<file path="src/rtl/vissue_pkg.sv">
// Package for the vector issue scheduler.
// Holds the configuration constants, the scalar types for unit, slot and
// occupancy values, the head-entry record, and a saturating increment used by
// the optional per-unit stall counters.
package vissue_pkg;

    localparam int SLOTS       = 2;
    localparam int UNITS       = 4;
    localparam int OCC_W       = 4;
    localparam int UNIT_W      = (UNITS > 1) ? $clog2(UNITS) : 1;
    localparam int SLOT_W      = (SLOTS > 1) ? $clog2(SLOTS) : 1;
    localparam int STALL_CNT_W = 16;

    typedef logic [UNIT_W-1:0] unit_id_t;
    typedef logic [OCC_W-1:0]  occ_t;
    typedef logic [SLOT_W-1:0] slot_id_t;

    typedef struct packed {
        logic     valid;
        unit_id_t unit;
        occ_t     occ;
        logic     serial;
    } head_entry_t;

    function automatic logic [STALL_CNT_W-1:0] sat_inc(input logic [STALL_CNT_W-1:0] v);
        return (&v) ? v : v + 1'b1;
    endfunction

endpackage

</file>
<file path="src/rtl/vissue_sched_if.sv">
// Interface between the instruction-queue head, the issue scheduler and the
// vector functional units.
//   master : queue/unit side (drives head_*, unit_ready, flush; sees pop, issue_*, busy, stall_cnt)
//   slave  : the scheduler (the reverse directions)
interface vissue_sched_if;
    import vissue_pkg::*;

    logic                                   flush;
    logic [SLOTS-1:0]                       head_valid;
    unit_id_t [SLOTS-1:0]                   head_unit;
    occ_t [SLOTS-1:0]                       head_occ;
    logic [SLOTS-1:0]                       head_serial;
    logic [UNITS-1:0]                       unit_ready;
    logic [SLOTS-1:0]                       pop;
    logic [UNITS-1:0]                       issue_valid;
    slot_id_t [UNITS-1:0]                   issue_slot;
    logic [UNITS-1:0]                       unit_busy;
    logic [UNITS-1:0][STALL_CNT_W-1:0]      stall_cnt;

    modport master (
        output flush, head_valid, head_unit, head_occ, head_serial, unit_ready,
        input  pop, issue_valid, issue_slot, unit_busy, stall_cnt
    );

    modport slave (
        input  flush, head_valid, head_unit, head_occ, head_serial, unit_ready,
        output pop, issue_valid, issue_slot, unit_busy, stall_cnt
    );

endinterface

</file>
<file path="src/rtl/vissue_unit_timer.sv">
// Occupancy countdown timer for one functional unit.
//   clk, rst   : clock, synchronous active-high reset
//   clear      : flush, zeroes the timer at the clock edge
//   load       : an instruction issues to this unit this cycle
//   load_val   : extra blocked cycles for the issued instruction
//   busy       : timer non-zero (unit cannot accept an instruction)
module vissue_unit_timer
    import vissue_pkg::*;
(
    input  logic clk,
    input  logic rst,
    input  logic clear,
    input  logic load,
    input  occ_t load_val,
    output logic busy
);

    occ_t occ_d, occ_q;

    always_comb begin
        occ_d = occ_q;
        if (rst || clear) begin
            occ_d = '0;
        end else if (load) begin
            occ_d = load_val;
        end else if (occ_q != '0) begin
            occ_d = occ_q - occ_t'(1);
        end
    end

    always_ff @(posedge clk) begin
        occ_q <= occ_d;
    end

    assign busy = (occ_q != '0);

endmodule

</file>
<file path="src/rtl/vissue_sched.sv">
// In-order issue scheduler between the instruction-queue head and the vector
// functional units. Each cycle the oldest SLOTS entries are examined and an
// oldest-first contiguous prefix is issued to free units, with zero latency.
//   clk, rst : clock, synchronous active-high reset
//   sif      : vissue_sched_if.slave (head entries, unit_ready, flush in;
//              pop, issue_valid, issue_slot, unit_busy, stall_cnt out)
// Optional feature: define VISSUE_STALL_CNT_EN to build per-unit saturating
// stall counters; otherwise stall_cnt is tied to zero.
module vissue_sched
    import vissue_pkg::*;
(
    input  logic          clk,
    input  logic          rst,
    vissue_sched_if.slave sif
);

    head_entry_t          head [SLOTS];
    logic [UNITS-1:0]     timer_busy;
    logic [UNITS-1:0]     free;
    logic [UNITS-1:0]     claim;
    occ_t [UNITS-1:0]     load_val;
    slot_id_t [UNITS-1:0] issue_slot;
    logic [SLOTS-1:0]     pop;
    logic                 all_idle;
    logic                 chain;
    logic                 ok;

    always_comb begin
        for (int i = 0; i < SLOTS; i++) begin
            head[i].valid  = sif.head_valid[i];
            head[i].unit   = sif.head_unit[i];
            head[i].occ    = sif.head_occ[i];
            head[i].serial = sif.head_serial[i];
        end
    end

    assign free     = ~timer_busy & sif.unit_ready;
    assign all_idle = ~|timer_busy;

    // Grant chain: a slot issues only if every older slot issued, so a blocked
    // slot stops everything younger. claim doubles as the one-hot-per-unit
    // mask that keeps two slots off the same unit in one cycle.
    always_comb begin
        pop        = '0;
        claim      = '0;
        load_val   = '0;
        issue_slot = '0;
        chain      = !(rst || sif.flush);
        ok         = 1'b0;
        for (int i = 0; i < SLOTS; i++) begin
            ok = chain && head[i].valid && free[head[i].unit] && !claim[head[i].unit];
            if (head[i].serial && (i != 0 || !all_idle)) ok = 1'b0;
            if (i != 0 && head[0].serial) ok = 1'b0;
            if (ok) begin
                pop[i]                     = 1'b1;
                claim[head[i].unit]        = 1'b1;
                load_val[head[i].unit]     = head[i].occ;
                issue_slot[head[i].unit]   = slot_id_t'(i);
            end
            chain = ok;
        end
    end

    for (genvar u = 0; u < UNITS; u++) begin : g_timer
        vissue_unit_timer u_timer (
            .clk      (clk),
            .rst      (rst),
            .clear    (sif.flush),
            .load     (claim[u]),
            .load_val (load_val[u]),
            .busy     (timer_busy[u])
        );
    end

    assign sif.pop         = pop;
    assign sif.issue_valid = claim;
    assign sif.issue_slot  = issue_slot;
    // Timers clear only at the edge; mask busy so it reads 0 throughout reset.
    assign sif.unit_busy   = timer_busy & {UNITS{~rst}};

`ifdef VISSUE_STALL_CNT_EN
    logic [UNITS-1:0][STALL_CNT_W-1:0] stall_cnt_d, stall_cnt_q;

    // Counts cycles the oldest entry waits on its unit; flush leaves it alone.
    always_comb begin
        stall_cnt_d = stall_cnt_q;
        if (rst) begin
            stall_cnt_d = '0;
        end else if (head[0].valid && !head[0].serial && !free[head[0].unit]) begin
            stall_cnt_d[head[0].unit] = sat_inc(stall_cnt_q[head[0].unit]);
        end
    end

    always_ff @(posedge clk) begin
        stall_cnt_q <= stall_cnt_d;
    end

    assign sif.stall_cnt = stall_cnt_q;
`else
    assign sif.stall_cnt = '0;
`endif

endmodule
</file>
<file path="src/flat_wrapper.sv">
// flat-port wrapper written by rule: the top's interface ports become plain ports
module vissue_sched_flat import vissue_pkg::*;
  (clk, rst, sif_flush, sif_head_valid, sif_head_unit, sif_head_occ, sif_head_serial, sif_unit_ready, sif_pop, sif_issue_valid, sif_issue_slot, sif_unit_busy, sif_stall_cnt);
  vissue_sched_if sif_i ();
  input  logic clk;
  input  logic rst;
  input wire logic [$bits(sif_i.flush)-1:0] sif_flush;
  input wire logic [$bits(sif_i.head_valid)-1:0] sif_head_valid;
  input wire logic [$bits(sif_i.head_unit)-1:0] sif_head_unit;
  input wire logic [$bits(sif_i.head_occ)-1:0] sif_head_occ;
  input wire logic [$bits(sif_i.head_serial)-1:0] sif_head_serial;
  input wire logic [$bits(sif_i.unit_ready)-1:0] sif_unit_ready;
  output wire logic [$bits(sif_i.pop)-1:0] sif_pop;
  output wire logic [$bits(sif_i.issue_valid)-1:0] sif_issue_valid;
  output wire logic [$bits(sif_i.issue_slot)-1:0] sif_issue_slot;
  output wire logic [$bits(sif_i.unit_busy)-1:0] sif_unit_busy;
  output wire logic [$bits(sif_i.stall_cnt)-1:0] sif_stall_cnt;
  assign sif_i.flush = sif_flush;
  assign sif_i.head_valid = sif_head_valid;
  assign sif_i.head_unit = sif_head_unit;
  assign sif_i.head_occ = sif_head_occ;
  assign sif_i.head_serial = sif_head_serial;
  assign sif_i.unit_ready = sif_unit_ready;
  assign sif_pop = sif_i.pop;
  assign sif_issue_valid = sif_i.issue_valid;
  assign sif_issue_slot = sif_i.issue_slot;
  assign sif_unit_busy = sif_i.unit_busy;
  assign sif_stall_cnt = sif_i.stall_cnt;
  vissue_sched u_core (.clk(clk), .rst(rst), .sif(sif_i));
endmodule
</file>
<file path="config.mk">
export PLATFORM = sky130hd
export DESIGN_NAME = vissue_sched_flat
export DESIGN_NICKNAME = d
export VERILOG_FILES = /design/src/rtl/vissue_pkg.sv /design/src/rtl/vissue_sched_if.sv /design/src/rtl/vissue_unit_timer.sv /design/src/rtl/vissue_sched.sv /design/src/flat_wrapper.sv
export SDC_FILE = /design/constraint.sdc
export NUM_CORES = 1
export LEC_CHECK = 0
export CORE_AREA = 2 2 62 87
export CTS_CLUSTER_SIZE = 30
export DETAILED_ROUTE_END_ITERATION = 8
export DIE_AREA = 0 0 64 89
export PLACE_DENSITY = 0.93
export REMOVE_ABC_BUFFERS = 1
export SYNTH_ARGS = -nofsm -noshare
export SYNTH_HDL_FRONTEND = slang
export SYNTH_SLANG_ARGS = --single-unit
</file>
<file path="constraint.sdc">
create_clock -name clk -period 8.1 [get_ports clk]
set_input_delay 2.43 -clock clk [delete_from_list [all_inputs] [get_ports clk]]
set_output_delay 2.43 -clock clk [all_outputs]
set_load 0.01 [all_outputs]
</file>
==> impl_results.md, run 1 <==
* Status: completed
* Number of synthesized flops with an enable pin at 0
* Startpoint Class: input port
* DRC Markers at 0
* # fillers at approximately 460
* Syn_area_per_cell at a little over 8 µm²
* Yosys top cell by area: buf_4
* Yosys warning count at 0
* All-Layer GR Usage at 0.189
* Critical Path AT at approximately 5200 ps
* Total power draw at about 0.54 mW
* Lkg Pwr at 0.934 nW
* Ys flop type: dfxtp_1
* # IOs at just over 100
* Largest registers: u_core.g_timer.u_timer.occ_q x16
* Fmax at about 130 MHz
* Worst setup EP type: output port
* Total gr overflow at 0
* Reg clk slew, reported paths at ~70 ps
* Max VDD drop at around 0.15 mV
* Total negative slack at 0 ps
* Syn Inst Count at roughly 270
* Antenna Nets Post-Route at 0
* Cell area after synthesis at around 0.0022 mm²
* Setup CP Type: input port to output port
* Post-cts sizing count at 0
* CTS buffer count at 3
* Vias per std cell at around 5.3
* Register area share after synthesis at 0.146
* Average routed wire per standard cell at 14.9 µm
* Adder and majority gate portion of the synthesized area at 0.0400
* Mux contribution to synthesized area at 0.0292
* Initial antenna violation count at 0
* P per Cell Area at ~230 mW/mm²
* Unique cell type count in the Yosys netlist at 58
* Fin. max-slew vios at 0
* Post-synth top area share at 0.240
* Biggest register: u_core.g_timer.u_timer.occ_q
* Row cnt at 30
* Post-CTS Hold Fix Bufs at 0
* Area delta synth->final at 7.78%
* Final Cycle Share at 0.943
* Drt pass-1 iters at 5
* Iter 0 DRT Violations at 85
* Tmin final at approximately 7600 ps
* Die W at about 64 µm
* Final HPWL DP at 4360 µm
* Clk sinks at 16
* Top cells by area, synth: buf_4, dfxtp_1, ha_1
* Xor and xnor area share after synthesis at 0.0360
* Htree depth at 1
* TritonCTS clock tree: yes
* Die Span Y at approximately 89 µm
* Layout cells sized above 1 at 0.0836
* CP max FO at 7
* Die ar. at approximately 0.0057 mm²
* Clock skew at 10.8 ps
* Unrepaired setup endpoints after global routing: false
* Fin nets at between 300 and 400
* Final WL at around 5400 µm
* Largest register FFs at 16
* Routability cong. at just over 0.9
* First-pass GRT wire length at around 8500 µm
* Main combinational cell family by area after synthesis: simple AND/OR/NAND/NOR gates
* Clock Latency Late Sink at roughly 260 ps
* Root Buffer: clkbuf_8
* Std-Cell Core Area at between 0.004 and 0.005 mm²
* Ys async rst share at 0
* CTS Buffer Depth at 2
* Initial Utilization at 0.452
* Hold Violations, Final at 0
* Post-CTS setup repair buffer count at 0
* Number of buffer cells added on primary ports at 36
* Layout Utilization at 0.487
* Pin count of the biggest net entering global routing at 15
* Yosys reg bits at 16
* Vias in the first global route at approximately 1800
* N_diodes at 0
* Synth Area in Compound Gates at 0.171
* Hold Crit Class: register to register
* Vias at 1919
* CP required at approximately 5700 ps
* Final setup viols at 0
* MaxCap Viol Count at 0
* Post-synthesis simple-gate area fraction at 0.299
-- Yosys cell counts, types with 3 or more instances --
| library cell | number |
|---|---|
| dfxtp_1 | 16 |
| nand3_1 | 3 |
| a32oi_1 | 5 |
| inv_1 | 11 |
| nor4_4 | 3 |
| nor2_1 | 15 |
| o21ai_0 | 4 |
| nor3_1 | 9 |
| and2_1 | 4 |
| ha_1 | 7 |
| nor2b_1 | 7 |
| buf_4 | 70 |
| nand2b_1 | 5 |
| nor4_2 | 3 |
| nand4bb_1 | 3 |
| buf_2 | 3 |
| a21oi_1 | 10 |
| clkbuf_1 | 3 |
| xnor2_1 | 4 |
| xor2_1 | 5 |
| mux2i_1 | 3 |
| a22oi_1 | 4 |
| or3_1 | 5 |
| a221oi_1 | 4 |
| or3b_1 | 3 |
| nand2_1 | 21 |
-- final cells by class --
type                            instances  area (µm²)  area share
Multi-Input combinational cell        231        1500       0.636
Clock buffer                            3        41.3      0.0175
Timing Repair Buffer                   38         375       0.159
Inverter                               11        41.3      0.0175
Sequential cell                        16         320       0.136
Tap cell                               64        80.1      0.0340
-- per-layer routing --
metal,routed length [µm],vias up,track usage
met5,0,-,0
met2,2730,137,0.341
li1,-,884,-
met1,1890,873,0.203
met3,530,25,0.0290
met4,238,0,0.126
-- critical path, stage by stage --
cell	delay, ps
clkdlybuf4s50_1	510
nor3b_1	440
o31ai_1	220
or3_1	600
nor4b_4	350
nand2b_1	140
clkdlybuf4s50_1	530
-- through the flow --
stage               cells  setup slack [ps]  cell area [µm²]  hold slack, ps
floorplan             258              1400             1860             495
global placement      360               497             2320             522
detailed placement    360               482             2320             536
CTS                   363               473             2360             546
global route          363               361             2360             561
finish                363               460             2360             551
-- final timing paths --
path / cells after the start / slack (ps) / end / startpoint
hold / removal: 2 / 550 / u_core.g_timer[2].u_timer.occ_q[1] / u_core.g_timer[2].u_timer.occ_q[1]
setup / recovery: 7 / 460 / sif_issue_valid[3] / sif_head_serial[0]
setup reg to reg: 8 / 5260 / u_core.g_timer[2].u_timer.occ_q[0] / u_core.g_timer[2].u_timer.occ_q[0]
hold reg to reg: 2 / 550 / u_core.g_timer[2].u_timer.occ_q[1] / u_core.g_timer[2].u_timer.occ_q[1]
-- report_power, final --
group          leakage (nW)  switching (mW)  internal, mW
clock network        0.0216          0.0308        0.0331
logic                 0.783           0.213         0.148
registers             0.130          0.0158        0.0968
total                 0.934           0.259         0.277
-- placed cells by master (no fill, tap or decap), types with 3 or more instances in the layout --
| master | synthesis | routed |
|---|---|---|
| nor2_1 | 15 | 15 |
| a22oi_1 | 4 | 4 |
| dfxtp_1 | 16 | 16 |
| mux2i_1 | 3 | 3 |
| a221oi_1 | 4 | 4 |
| nor3_1 | 9 | 9 |
| clkbuf_8 | 0 | 3 |
| nand2_1 | 21 | 21 |
| nor4_2 | 3 | 3 |
| a32oi_1 | 5 | 5 |
| nor2b_1 | 7 | 7 |
| inv_1 | 11 | 11 |
| or3_1 | 5 | 5 |
| ha_1 | 7 | 7 |
| nand2b_1 | 5 | 5 |
| nand4bb_1 | 3 | 3 |
| and2_1 | 4 | 4 |
| nor4_4 | 3 | 3 |
| or3b_1 | 3 | 3 |
| o21ai_0 | 4 | 4 |
| xnor2_1 | 4 | 4 |
| clkdlybuf4s50_1 | 0 | 36 |
| conb_1 | 1 | 64 |
| xor2_1 | 5 | 5 |
| a21oi_1 | 10 | 10 |
| nand3_1 | 3 | 3 |
-- cells by family after synthesis --
family / Yosys count
compound gates: 47
xor+xnor: 9
mux: 6
other cells: 1
simple gates: 98
fa+ha+maj: 7
flops: 16
buf+inv: 88
(Power assumes the default switching activity.)
==> run 2, diff against run 1 <==
--- a/config.mk
+++ b/config.mk
@@ -5,11 +5,13 @@
 export SDC_FILE = /design/constraint.sdc
 export NUM_CORES = 1
 export LEC_CHECK = 0
-export CORE_AREA = 2 2 62 87
+export CELL_PAD_IN_SITES_DETAIL_PLACEMENT = 2
+export CELL_PAD_IN_SITES_GLOBAL_PLACEMENT = 2
+export CORE_AREA = 2 2 84 118
 export CTS_CLUSTER_SIZE = 30
 export DETAILED_ROUTE_END_ITERATION = 8
-export DIE_AREA = 0 0 64 89
-export PLACE_DENSITY = 0.93
+export DIE_AREA = 0 0 86 120
+export PLACE_DENSITY = 0.92
 export REMOVE_ABC_BUFFERS = 1
 export SYNTH_ARGS = -nofsm -noshare
 export SYNTH_HDL_FRONTEND = slang
==> run 2 against run 1 <==
- wire length rose by 44%
- critical path depth did not move
- count of clock-buffer cells in the layout rose by 1
- utilization fell by 22 points
- worst setup slack got worse by 60 ps
- global-route usage fell by 4.0 points
- clock power rose by 78%
- via count rose by 5.3%
- sequential power barely moved
==> impl_results.md, run 2 (synthesized netlist as in run 1, its figures left out) <==
* Status: completed
* TritonCTS clock tree: yes
* CP Buf/Inv Count at 3
* DRC Markers at 0
* Post-CTS Hold Fix Bufs at 0
* Vias in the first global route at about 2200
* Antenna Nets Post-Route at 0
* Critical path's slowest cell: clkdlybuf4s50_1
* Clk sinks at 16
* Placed cell area at 0.00240 mm²
* CP required at about 5700 ps
* All-Layer GR Usage at 0.149
* Die Span Y at around 120 µm
* Die ar. at around 0.010 mm²
* Drt pass-1 iters at 4
* CTS Buffer Depth at 2
* CP delay by family, top: buffers and inverters
* Critical Path AT at 5270 ps
* Worst rel slew slack at 0.480
* Fin nets at 334
* Final HPWL DP at roughly 6500 µm
* Clock Latency Late Sink at 260 ps
* Most numerous cell on the critical path: clkdlybuf4s50_1
* Biggest register: u_core.g_timer.u_timer.occ_q
* Routability cong. at 0.887
* Final WL at approximately 7800 µm
* Commonest non-fill, non-tap cells in the layout: conb_1, clkdlybuf4s50_1, nand2_1
* N_diodes at 0
* Root Buffer: clkbuf_16
* Layout cells sized above 1 at 0.0957
* Crit-path max cell delay at between 600 and 700 ps
* Clock skew at 1.93 ps
* Fin. max-slew vios at 0
* Number of buffer cells added on primary ports at 36
* Initial antenna violation count at 0
* Final Cycle Share at 0.951
* Worst setup EP type: output port
* Final hold slack at 571 ps
* Final setup viols at 0
* First-pass GRT wire length at roughly 12000 µm
* Initial Utilization at 0.235
* P per Cell Area at between 200 and 250 mW/mm²
* Vias per std cell at between 4 and 5
* Fin area at 0.00248 mm²
* Commonest non-fill, non-tap cell in the layout: conb_1
* Crit-path cells: clkdlybuf4s50_1 > nor2b_1 > a222oi_1 > nand2_1 > buf_4 > a2111oi_0 > clkdlybuf4s50_1
* Total negative slack at 0 ps
* Worst-Margin Slew at 774 ps
* Row cnt at 42
* Die W at 86 µm
* Std-Cell Core Area at approximately 0.0093 mm²
* Hold Violations, Final at 0
* CP max FO at 11
* Startpoint Class: input port
* Average routed wire per standard cell at around 19 µm
* Post-CTS setup repair buffer count at 0
* Pin count of the biggest net entering global routing at 15
* Area delta synth->final at 13.6%
* # fillers at roughly 1100
* Iter 0 DRT Violations at 52
* Hold Crit Class: register to register
* Largest register FFs at 16
* Tmin final at between 7000 and 8000 ps
* Unrepaired setup endpoints after global routing: false
* Total gr overflow at 0
* Fmax at 130 MHz
* Max VDD drop at roughly 0.09 mV
* Setup CP Type: input port to output port
* MaxCap Viol Count at 0
* Lkg Pwr at between 0.9 and 1 nW
* # IOs at just over 100
* CTS buffer count at 3
* Htree depth at 1
* Largest registers: u_core.g_timer.u_timer.occ_q x16
* Reg clk slew, reported paths at approximately 60 ps
* Vias at ~2000
* Post-cts sizing count at 0
run 2: power by group:
| part | switching [mW] | internal (mW) | total (mW) |
|---|---|---|---|
| combinational | 0.238 | 0.149 | 0.387 |
| sequential | 0.0173 | 0.0969 | 0.114 |
| clock | 0.0391 | 0.0754 | 0.114 |
run 2: worst reg2reg max path: stages, from the launching register on:
cell and delay, ps:
dfxtp_1 330, inv_1 110, ha_1 180, or3b_1 520, o41ai_4 590, nand2_1 120
nor4_2 460, a32oi_1 260, a221oi_1 320
run 2: layout make-up:
| class | instances | area [µm²] | area share |
|---|---|---|---|
| multi-input combinational | 231 | 1500 | 0.603 |
| timing repair buffer | 41 | 398 | 0.160 |
| sequential | 16 | 320 | 0.129 |
| tap | 110 | 138 | 0.0554 |
| clock buffer | 4 | 88.8 | 0.0358 |
| inverter | 11 | 41.3 | 0.0166 |
run 2: path summary, 6_finish.rpt:
path	startpoint	endpoint	slack (ps)	cells after the start
worst max-delay path	sif_head_unit[1]	sif_pop[1]	400	7
worst min-delay path	u_core.g_timer[1].u_timer.occ_q[0]	u_core.g_timer[1].u_timer.occ_q[0]	570	2
worst max register to register	u_core.g_timer[2].u_timer.occ_q[0]	u_core.g_timer[1].u_timer.occ_q[1]	5120	8
worst min register to register	u_core.g_timer[1].u_timer.occ_q[0]	u_core.g_timer[1].u_timer.occ_q[0]	570	2
run 2: per-layer routing:
layer / wire length, µm / track usage / up-vias
met5: 0 / 0 / -
met4: 530 / 0.108 / 0
met3: 416 / 0.0241 / 33
met2: 4300 / 0.289 / 121
met1: 2520 / 0.133 / 970
li1: - / - / 897
run 2: stage by stage:
step,utilization,total power [mW],worst slack (ps),instances
after detailed placement,0.258,0.499,391,409
final,0.267,0.615,400,413
after global placement,0.258,0.467,520,409
after floorplan,-,0.376,1400,258
after global routing,0.267,0.653,301,413
after CTS,0.267,0.616,389,413
